===== src/rtl/pipe_stage_buf_pkg.sv =====
// Shared pipeline types: handshake pair, default depth and stage payload structs.
// Payload structs are carried through pipe_stage_buf opaquely via WIDTH = $bits(<struct>).
package pipe_stage_buf_pkg;

  localparam int PIPE_DEPTH_DEFAULT = 2;

  typedef struct packed {
    logic valid;
    logic ready;
  } pipe_hs_t;

  typedef enum logic [1:0] {
    OCC_EMPTY   = 2'd0,
    OCC_PARTIAL = 2'd1,
    OCC_FULL    = 2'd2
  } occ_state_t;

  typedef struct packed {
    logic [31:0] pc;
    logic [31:0] instr;
  } fetch_data_t;

  typedef struct packed {
    logic [31:0] pc;
    logic [31:0] rs1_val;
    logic [31:0] rs2_val;
    logic [31:0] imm;
    logic [4:0]  rd;
    logic [3:0]  alu_op;
  } decode_data_t;

  typedef struct packed {
    logic [31:0] alu_res;
    logic [31:0] store_val;
    logic [4:0]  rd;
    logic        mem_rd;
    logic        mem_wr;
  } execute_data_t;

  typedef struct packed {
    logic [31:0] wb_val;
    logic [4:0]  rd;
    logic        wb_en;
  } memory_data_t;

endpackage


===== src/rtl/pipe_stage_buf_mem.sv =====
// Payload storage for pipe_stage_buf: DEPTH x WIDTH registers, one write port,
// one asynchronous read port. Contents are not reset; validity is tracked by the owner.
module pipe_buf_mem #(
  parameter int WIDTH = 32,
  parameter int DEPTH = 2,
  parameter int AW    = (DEPTH > 1) ? $clog2(DEPTH) : 1
) (
  input  logic             clk,
  input  logic             we,
  input  logic [AW-1:0]    waddr,
  input  logic [WIDTH-1:0] wdata,
  input  logic [AW-1:0]    raddr,
  output logic [WIDTH-1:0] rdata
);

  logic [WIDTH-1:0] mem [DEPTH];

  always_ff @(posedge clk) begin
    if (we) mem[waddr] <= wdata;
  end

  assign rdata = mem[raddr];

endmodule


===== src/rtl/pipe_stage_buf.sv =====
// Elastic valid/ready pipeline register holding up to DEPTH entries in FIFO order, with flush.
// Optional PIPE_STAGE_BUF_BYPASS_EN adds a zero-latency path from in_* to out_* when empty.
//
// state       | meaning
// OCC_EMPTY   | count == 0, out_valid low (unless bypassing)
// OCC_PARTIAL | 0 < count < DEPTH, accepts and presents
// OCC_FULL    | count == DEPTH, in_ready low
module pipe_stage_buf
  import pipe_stage_buf_pkg::*;
#(
  parameter int WIDTH = 32,
  parameter int DEPTH = PIPE_DEPTH_DEFAULT,
  parameter int CNT_W = $clog2(DEPTH + 1)
) (
  input  logic             clk,
  input  logic             reset,
  input  logic             flush,
  input  logic             in_valid,
  output logic             in_ready,
  input  logic [WIDTH-1:0] in_data,
  output logic             out_valid,
  input  logic             out_ready,
  output logic [WIDTH-1:0] out_data,
  output logic [CNT_W-1:0] count
);

  localparam int AW = (DEPTH > 1) ? $clog2(DEPTH) : 1;
  localparam logic [CNT_W-1:0] FULL_CNT = CNT_W'(DEPTH);
  localparam logic [CNT_W-1:0] ONE_CNT  = CNT_W'(1);
  localparam logic [AW-1:0]    PTR_LAST = AW'(DEPTH - 1);

  occ_state_t       occ;
  pipe_hs_t         up_hs, dn_hs;
  logic [CNT_W-1:0] count_r, count_nxt;
  logic [AW-1:0]    wr_ptr, wr_nxt, rd_ptr, rd_nxt;
  logic [WIDTH-1:0] rdata;
  logic             byp, enq, deq, store, pop;

  // Explicit wrap so non-power-of-2 depths never index past the array.
  function automatic logic [AW-1:0] ptr_inc(input logic [AW-1:0] p);
    return (p == PTR_LAST) ? '0 : p + 1'b1;
  endfunction

`ifdef PIPE_STAGE_BUF_BYPASS_EN
  assign byp = (count_r == '0) && in_valid && !flush;
`else
  assign byp = 1'b0;
`endif

  assign in_ready = (count_r != FULL_CNT);
  assign up_hs    = '{valid: in_valid, ready: in_ready};
  assign dn_hs    = '{valid: out_valid, ready: out_ready};
  assign enq      = up_hs.valid & up_hs.ready;
  assign deq      = dn_hs.valid & dn_hs.ready;
  // A bypassed item consumed downstream the same cycle never touches storage.
  assign store    = enq && !(byp && out_ready);
  assign pop      = deq && (count_r != '0);
  assign count    = count_r;

  always_comb begin
    out_valid = (count_r != '0);
    out_data  = out_valid ? rdata : '0;
    if (byp) begin
      out_valid = 1'b1;
      out_data  = in_data;
    end
  end

  always_comb begin
    occ = OCC_PARTIAL;
    if (count_r == '0)           occ = OCC_EMPTY;
    else if (count_r == FULL_CNT) occ = OCC_FULL;
  end

  always_comb begin
    count_nxt = count_r;
    wr_nxt    = wr_ptr;
    rd_nxt    = rd_ptr;
    if (flush) begin
      count_nxt = '0;
      wr_nxt    = '0;
      rd_nxt    = '0;
    end else begin
      if (store) wr_nxt = ptr_inc(wr_ptr);
      if (pop)   rd_nxt = ptr_inc(rd_ptr);
      case (occ)
        OCC_EMPTY:   if (store) count_nxt = ONE_CNT;
        OCC_PARTIAL: begin
          if (store && !pop)      count_nxt = count_r + ONE_CNT;
          else if (pop && !store) count_nxt = count_r - ONE_CNT;
        end
        OCC_FULL:    if (pop) count_nxt = FULL_CNT - ONE_CNT;
        default:     count_nxt = '0;
      endcase
    end
  end

  always_ff @(posedge clk or posedge reset) begin
    if (reset) begin
      count_r <= '0;
      wr_ptr  <= '0;
      rd_ptr  <= '0;
    end else begin
      count_r <= count_nxt;
      wr_ptr  <= wr_nxt;
      rd_ptr  <= rd_nxt;
    end
  end

  pipe_buf_mem #(
    .WIDTH (WIDTH),
    .DEPTH (DEPTH),
    .AW    (AW)
  ) u_mem (
    .clk   (clk),
    .we    (store && !flush),
    .waddr (wr_ptr),
    .wdata (in_data),
    .raddr (rd_ptr),
    .rdata (rdata)
  );

`ifndef SYNTHESIS
  a_cnt_bound: assert property (@(posedge clk) disable iff (reset) count_r <= FULL_CNT);
  a_no_underflow: assert property (@(posedge clk) disable iff (reset)
    (count_r == '0 && !byp) |-> !out_valid);
`endif

endmodule


===== config.mk =====
export PLATFORM = sky130hd
export DESIGN_NAME = pipe_stage_buf
export DESIGN_NICKNAME = d
export VERILOG_FILES = /design/src/rtl/pipe_stage_buf_pkg.sv /design/src/rtl/pipe_stage_buf_mem.sv /design/src/rtl/pipe_stage_buf.sv
export SDC_FILE = /design/constraint.sdc
export NUM_CORES = 1
export LEC_CHECK = 0
export BUFFER_PORTS_ARGS = -buffer_cell sky130_fd_sc_hd__buf_2
export CAP_MARGIN = 20
export CORE_ASPECT_RATIO = 1.25
export CORE_UTILIZATION = 53
export CTS_CLUSTER_SIZE = 12
export DETAILED_ROUTE_END_ITERATION = 8
export GPL_TIMING_DRIVEN = 0
export PLACE_DENSITY = 0.82
export SYNTH_ARGS = -nofsm -noshare
export SYNTH_HDL_FRONTEND = slang
export SYNTH_HIERARCHICAL = 1
export SYNTH_SLANG_ARGS = --single-unit

===== constraint.sdc =====
create_clock -name clk -period 3.2 [get_ports clk]
set_input_delay 0.32 -clock clk [delete_from_list [all_inputs] [get_ports clk]]
set_output_delay 0.32 -clock clk [all_outputs]
set_load 0.02 [all_outputs]

# Yosys cells after proc, flatten, opt, wreduce, memory -nomap -nowiden
# Memories as Yosys holds them, arrays and structs flattened.
# Index checks and enable logic that the tools add are counted.
dict set report word_totals {
  ff_bits 4
  mem_bits_rw 64
  out_inout_bits 36
  n_memories 1
}
# memory depth width read_ports rd_ports_with_merged_regs write_ports line
set memory_table {}
lappend memory_table {u_mem.mem 2 32 1 0 1 pipe_stage_buf_mem.sv:16} ;# logic [WIDTH-1:0] mem [DEPTH];
dict set report classes {
  addsub 4
  n_eq_ne 7
  mux 17
  bitwise_logic 2
  reduce_logical 13
}
# cell n
set ops {}
lappend ops {{32-bit two-way mux} 1}
lappend ops {{2-bit two-way mux} 7}
lappend ops {{1-bit two-way mux} 8}
lappend ops {{3-bit != test (second input constant)} 2}
lappend ops {{2-bit one-hot mux with 3 select lines} 1}
lappend ops {{2-bit nonzero test} 3}
lappend ops {{2-bit equality test (second input constant)} 2}
lappend ops {{1-bit logical AND} 4}
lappend ops {{2-bit zero test} 2}
lappend ops {{4-bit != test (second input constant)} 1}
lappend ops {{1-bit zero test} 3}
lappend ops {{3-bit AND reduction} 1}
lappend ops {{1-bit adder (second input constant)} 2}
lappend ops {{2-bit by 1-bit adder with 2-bit output (second input constant)} 1}
lappend ops {{1-bit bitwise AND} 2}
lappend ops {{2-bit by 1-bit equality test with 1-bit output (second input constant)} 1}
lappend ops {{2-bit != test (second input constant)} 1}
lappend ops {{2-bit by 1-bit subtractor with 2-bit output (second input constant)} 1}

# Depth between registers and ports, before layout
dict set report logic_depth {
  ltp_word 8
  ltp_mapped 6
  ltp_nobuf 6
}

# Hierarchy
# The synthesis kept the hierarchy.
# module instances cells_each area_each_um2 seq_area_each_um2
set modules_own_cells {}
lappend modules_own_cells {pipe_buf_mem 1 102 2478.6 1921.8}
lappend modules_own_cells {pipe_stage_buf 1 60 450.4 100.1}

# Worst setup path after synthesis
# No wires, ideal clock.
dict set report synth_path {
  path_kind {flip-flop to flip-flop}
  from {reg count_r[0], in the netlist count[0]}
  to {mem u_mem.mem[0][0], enable pin}
  arrival_ps 2621
  setup_slack_ps 154
  path_stages_with_launch 5
  path_buffers 0
  synth_period_minus_slack_ps 3046
  cell_sequence {dfrtp_1 > nand2b_1 > and2_1 > nor2b_1 > nor2b_1}
}
dict set report synth_between {
  elab_chain_cells 5
}
# element line
set synth_rtl {}
lappend synth_rtl {{start: declaration} pipe_stage_buf.sv:34} ;# logic [CNT_W-1:0] count_r, count_nxt;
lappend synth_rtl {{start signal: assignment} pipe_stage_buf.sv:104} ;# count_r <= count_nxt;
lappend synth_rtl {{2-bit != test} pipe_stage_buf.sv:50} ;# assign in_ready = (count_r != FULL_CNT);
lappend synth_rtl {{named net in_ready} pipe_stage_buf.sv:19} ;# output logic in_ready,
lappend synth_rtl {{1-bit bitwise AND} pipe_stage_buf.sv:53} ;# assign enq = up_hs.valid & up_hs.ready;
lappend synth_rtl {{1-bit logical AND} pipe_stage_buf.sv:116} ;# .we (store && !flush),
lappend synth_rtl {{1-bit two-way mux} pipe_stage_buf_mem.sv:19} ;# if (we) mem[waddr] <= wdata;
lappend synth_rtl {{1-bit two-way mux (not written as such)} pipe_stage_buf_mem.sv:19}
lappend synth_rtl {{end: declaration} pipe_stage_buf_mem.sv:16}
# The timed path passes the listed nets, and every way through them passes these cells.

# Worst setup path in the final report
dict set report layout_path {
  from {reg count_r[0], in the netlist count[0]}
  to {mem u_mem.mem[0][12], enable pin}
}
dict set report layout_between {
  elab_chain_cells 5
}
# element line
set layout_rtl {}
lappend layout_rtl {{2-bit != test} pipe_stage_buf.sv:50}
lappend layout_rtl {{1-bit bitwise AND} pipe_stage_buf.sv:53}
lappend layout_rtl {{1-bit logical AND} pipe_stage_buf.sv:116}
lappend layout_rtl {{1-bit two-way mux} pipe_stage_buf_mem.sv:19}
lappend layout_rtl {{1-bit two-way mux (not written as such)} pipe_stage_buf_mem.sv:19}
# No other way between the ends.

==> key figures <==
Worst hold path
  • Hold Path Class: input port to flip-flop
  • Hold path start: in_data[23]

Drt
  • Number of remaining DRC errors: 0
  • WL final: 4740 µm
  • Router iterations before antenna repair: 4
  • Routed vias: 1581
  • Drt via density: 5.05
  • ANT nets after route: 0
  • Initial DRC count: 119
  • WL/cell: 15.2 µm

Floorplan
  • Die W: 68.5 µm
  • Die Y: 85.1 µm
  • Die Footprint: 0.00583 mm²
  • Starting Density: 56.5%
  • # rows: 29
  • Top-level I/O count: 73
  • Core outline area: 0.00519 mm²

Timing
  • Min Tclk post-route: 2.22 ns
  • Worst slew pin tran: 0.989 ns
  • Fmax: 451 MHz
  • Final Max Tran Viols: 0
  • RSZ-0062 raised after global routing: no
  • Setup Skew: 0.00646 ns
  • TNS Setup: 0 ns
  • Final setup viols: 0
  • Final Hold Vio Count: 0
  • Worst hold slack: 0.176 ns
  • Period utilization: 69.4%
  • Relative slew slack: 33.9%

Logic synthesis
  • Area contributors post-synth: edfxtp_1 66%, mux2_4 15%, nor2b_1 7.3%
  • Syn avg cell area: 18.1 µm²
  • Top post-synthesis cells by count: 64 x edfxtp_1, 34 x nor2b_1, 30 x mux2_4
  • Most used flip-flop cell after synthesis: edfxtp_1
  • Flops & latches, synth: 68
  • Synth Cell Area: 0.00293 mm²
  • Ys async rst share: 5.88%
  • Gate Count Post-Synth: 162
  • Ys Warns: 6
  • Sequential fraction of the synthesis area: 69.0%
  • Count leader, synth: edfxtp_1
  • Biggest area consumer among synthesized cells: edfxtp_1
  • Syn_nets: 200
  • Number of synthesized flops with an enable pin: 64
  • Post-synth top area share: 65.6%
  • Distinct cells, synth: 21

Global route
  • Most Crowded Layer GR: met2
  • Largest net degree at the start of global routing: 33
  • Grt met3 use: 5.65%
  • Number of global-route vias before repair: 1587
  • Initial antenna violation count: 0
  • Grt met1 use: 20.5%
  • Overall Global Routing Usage: 18.1%
  • GRT overflow: 0
  • Met2 Use GR: 30.1%
  • First-pass GRT wire length: 7360 µm

Critical path
  • Reg2reg end: u_mem/mem[0][12]
  • Crit. End Element: flip-flop
  • Crit path max fanout: 32
  • CP max stage cell: nor2b_4
  • CP Launch Type: flip-flop
  • Worst EP arrival: 2.17 ns
  • Required time worst endpoint: 3.15 ns
  • Worst r2r src: count[0]
  • Reg2reg path depth: 4
  • Setup Crit Path Kind: flip-flop to flip-flop
  • CP Launch Point: count[0]
  • Max incr delay on CP: 0.82 ns
  • Crit path to: u_mem/mem[0][12]
  • Critical path cell sequence: nand2b_1 > and2_1 > nor2b_1 > nor2b_4
  • R2R Setup Slk: 0.98 ns

Clocking
  • CTS Buffer Depth: 2
  • CTS sink count: 68
  • Worst-path clk slew: 0.07 ns
  • H-tree Lvls: 3
  • Clock root cell: clkbuf_8
  • Clk Latency, worst-skew pair: 0.33 ns
  • CTS Buf Count: 9
  • CTS tree: done

Placed design
  • Post-Place Cells: 296
  • GPL Wtd Cong: 0.694
  • Buffers on Ports: 72
  • Placed cell area: 0.00338 mm²
  • Hpwl dp: 3320 µm

Power
  • Pwr Density: 551 mW/mm²
  • Switching Fraction: 23.3%
  • Int Pwr: 1.51 mW
  • Peak supply drop: 404 µV
  • Seq pwr share: 52.2%
  • Net load switching power: 0.459 mW
  • Combinational share of power: 15.0%
  • Clock share of power: 32.8%
  • P_leak: 1.45 nW

Layout
  • Sequential Area: 0.00202 mm²
  • Ant. Diodes: 0
  • Non-Filler Instances: 313
  • Multi-input gate area: 822 µm²
  • Fill count: 349
  • Layout area overhead: 21.8%
  • Fin area: 0.00357 mm²
  • Share of cells above drive strength 1: 50.2%
  • Layout Nets: 284

Flow run
  • Max Cap Viol: 0

Outcome
  • Status: completed
## placed cells by master, fill, tap and decap left out, types with 2 or more instances in the layout
| cell | Yosys | routed |
|---|---|---|
| nor2_1 | 4 | 4 |
| buf_2 | 3 | 75 |
| clkinv_2 | 0 | 2 |
| clkbuf_8 | 0 | 9 |
| buf_12 | 3 | 3 |
| mux2_4 | 30 | 30 |
| edfxtp_1 | 64 | 64 |
| nand2b_1 | 3 | 3 |
| inv_1 | 2 | 2 |
| mux2_2 | 2 | 2 |
| o21ai_1 | 2 | 2 |
| dfrtp_1 | 4 | 4 |
| nor2b_1 | 34 | 33 |
| clkinv_1 | 0 | 2 |
## power groups by stage
stage          clock network (mW)  logic [mW]  registers, mW
4_1_cts                     0.656       0.299           1.03
3_3_place_gp                    0       0.289           1.04
6_report                    0.645       0.295           1.03
3_5_place_dp                    0       0.298           1.05
5_1_grt                     0.698       0.321           1.03
2_1_floorplan                   0       0.205           1.04
## cell type report
type | count | share of cell area (%)
Sequential cell | 68 | 56.7
Multi-Input combinational cell | 85 | 23.0
Timing Repair Buffer | 73 | 10.4
Clock buffer | 10 | 3.58
Buffer | 7 | 2.42
Tap cell | 62 | 2.17
Clock inverter | 6 | 1.54
Inverter | 2 | 0.210
## worst max-delay path: cells and delay by family, from the launching register on
family | cells | cell delay (ns)
DFF | 1 | 0.46
and+or+nand+nor | 4 | 1.35
## routing by layer
layer	vias up	part of all wire, %
li1	761	-
met2	49	52
met3	8	4.9
met4	0	1.8
met5	-	0
met1	763	41
## timing repair
action                     4_1_cts  5_1_grt
hold buffers                     1        0
setup endpoints to repair        0        0
setup buffers                    0        0
hold endpoints to repair         4        0
resized for setup                0        0
## flip-flops by register name (all words and copies together), names as in the netlist
signal	count
count	2
rd_ptr	1
u_mem/mem	64
wr_ptr	1
## per-stage QoR
stage / worst slack, ns / total power [mW] / utilization, %
6_report: 0.981 / 1.97 / 68.8
5_1_grt: 0.816 / 2.05 / 68.8
4_1_cts: 0.987 / 1.98 / 68.8
3_5_place_dp: 0.987 / 1.34 / 65.1
3_3_place_gp: -0.354 / 1.33 / 64.9
2_1_floorplan: 0.154 / 1.25 / -
## worst min path at each step
stage,slack [ns],cells after the start,to
2_1_floorplan,0.09,1,count[0]
3_3_place_gp,0.21,2,count[0]
3_5_place_dp,0.21,2,count[1]
4_1_cts,0.16,1,u_mem/mem[0][5]
5_1_grt,0.15,1,u_mem/mem[0][25]
6_report,0.18,1,u_mem/mem[1][23]
## logic make-up after synthesis
family | count (synthesis) | synth area share [%]
adder cells (fa/ha/maj) | 1 | 0.427
AND/OR/NAND/NOR | 46 | 9.57
buffers and inverters | 9 | 3.20
XOR/XNOR | 1 | 0.299
flip-flops | 68 | 69.0
AO/OA/AOI/OAI | 3 | 0.598
multiplexers | 34 | 16.9
Note: power is estimated with default switching activity, not from simulation.
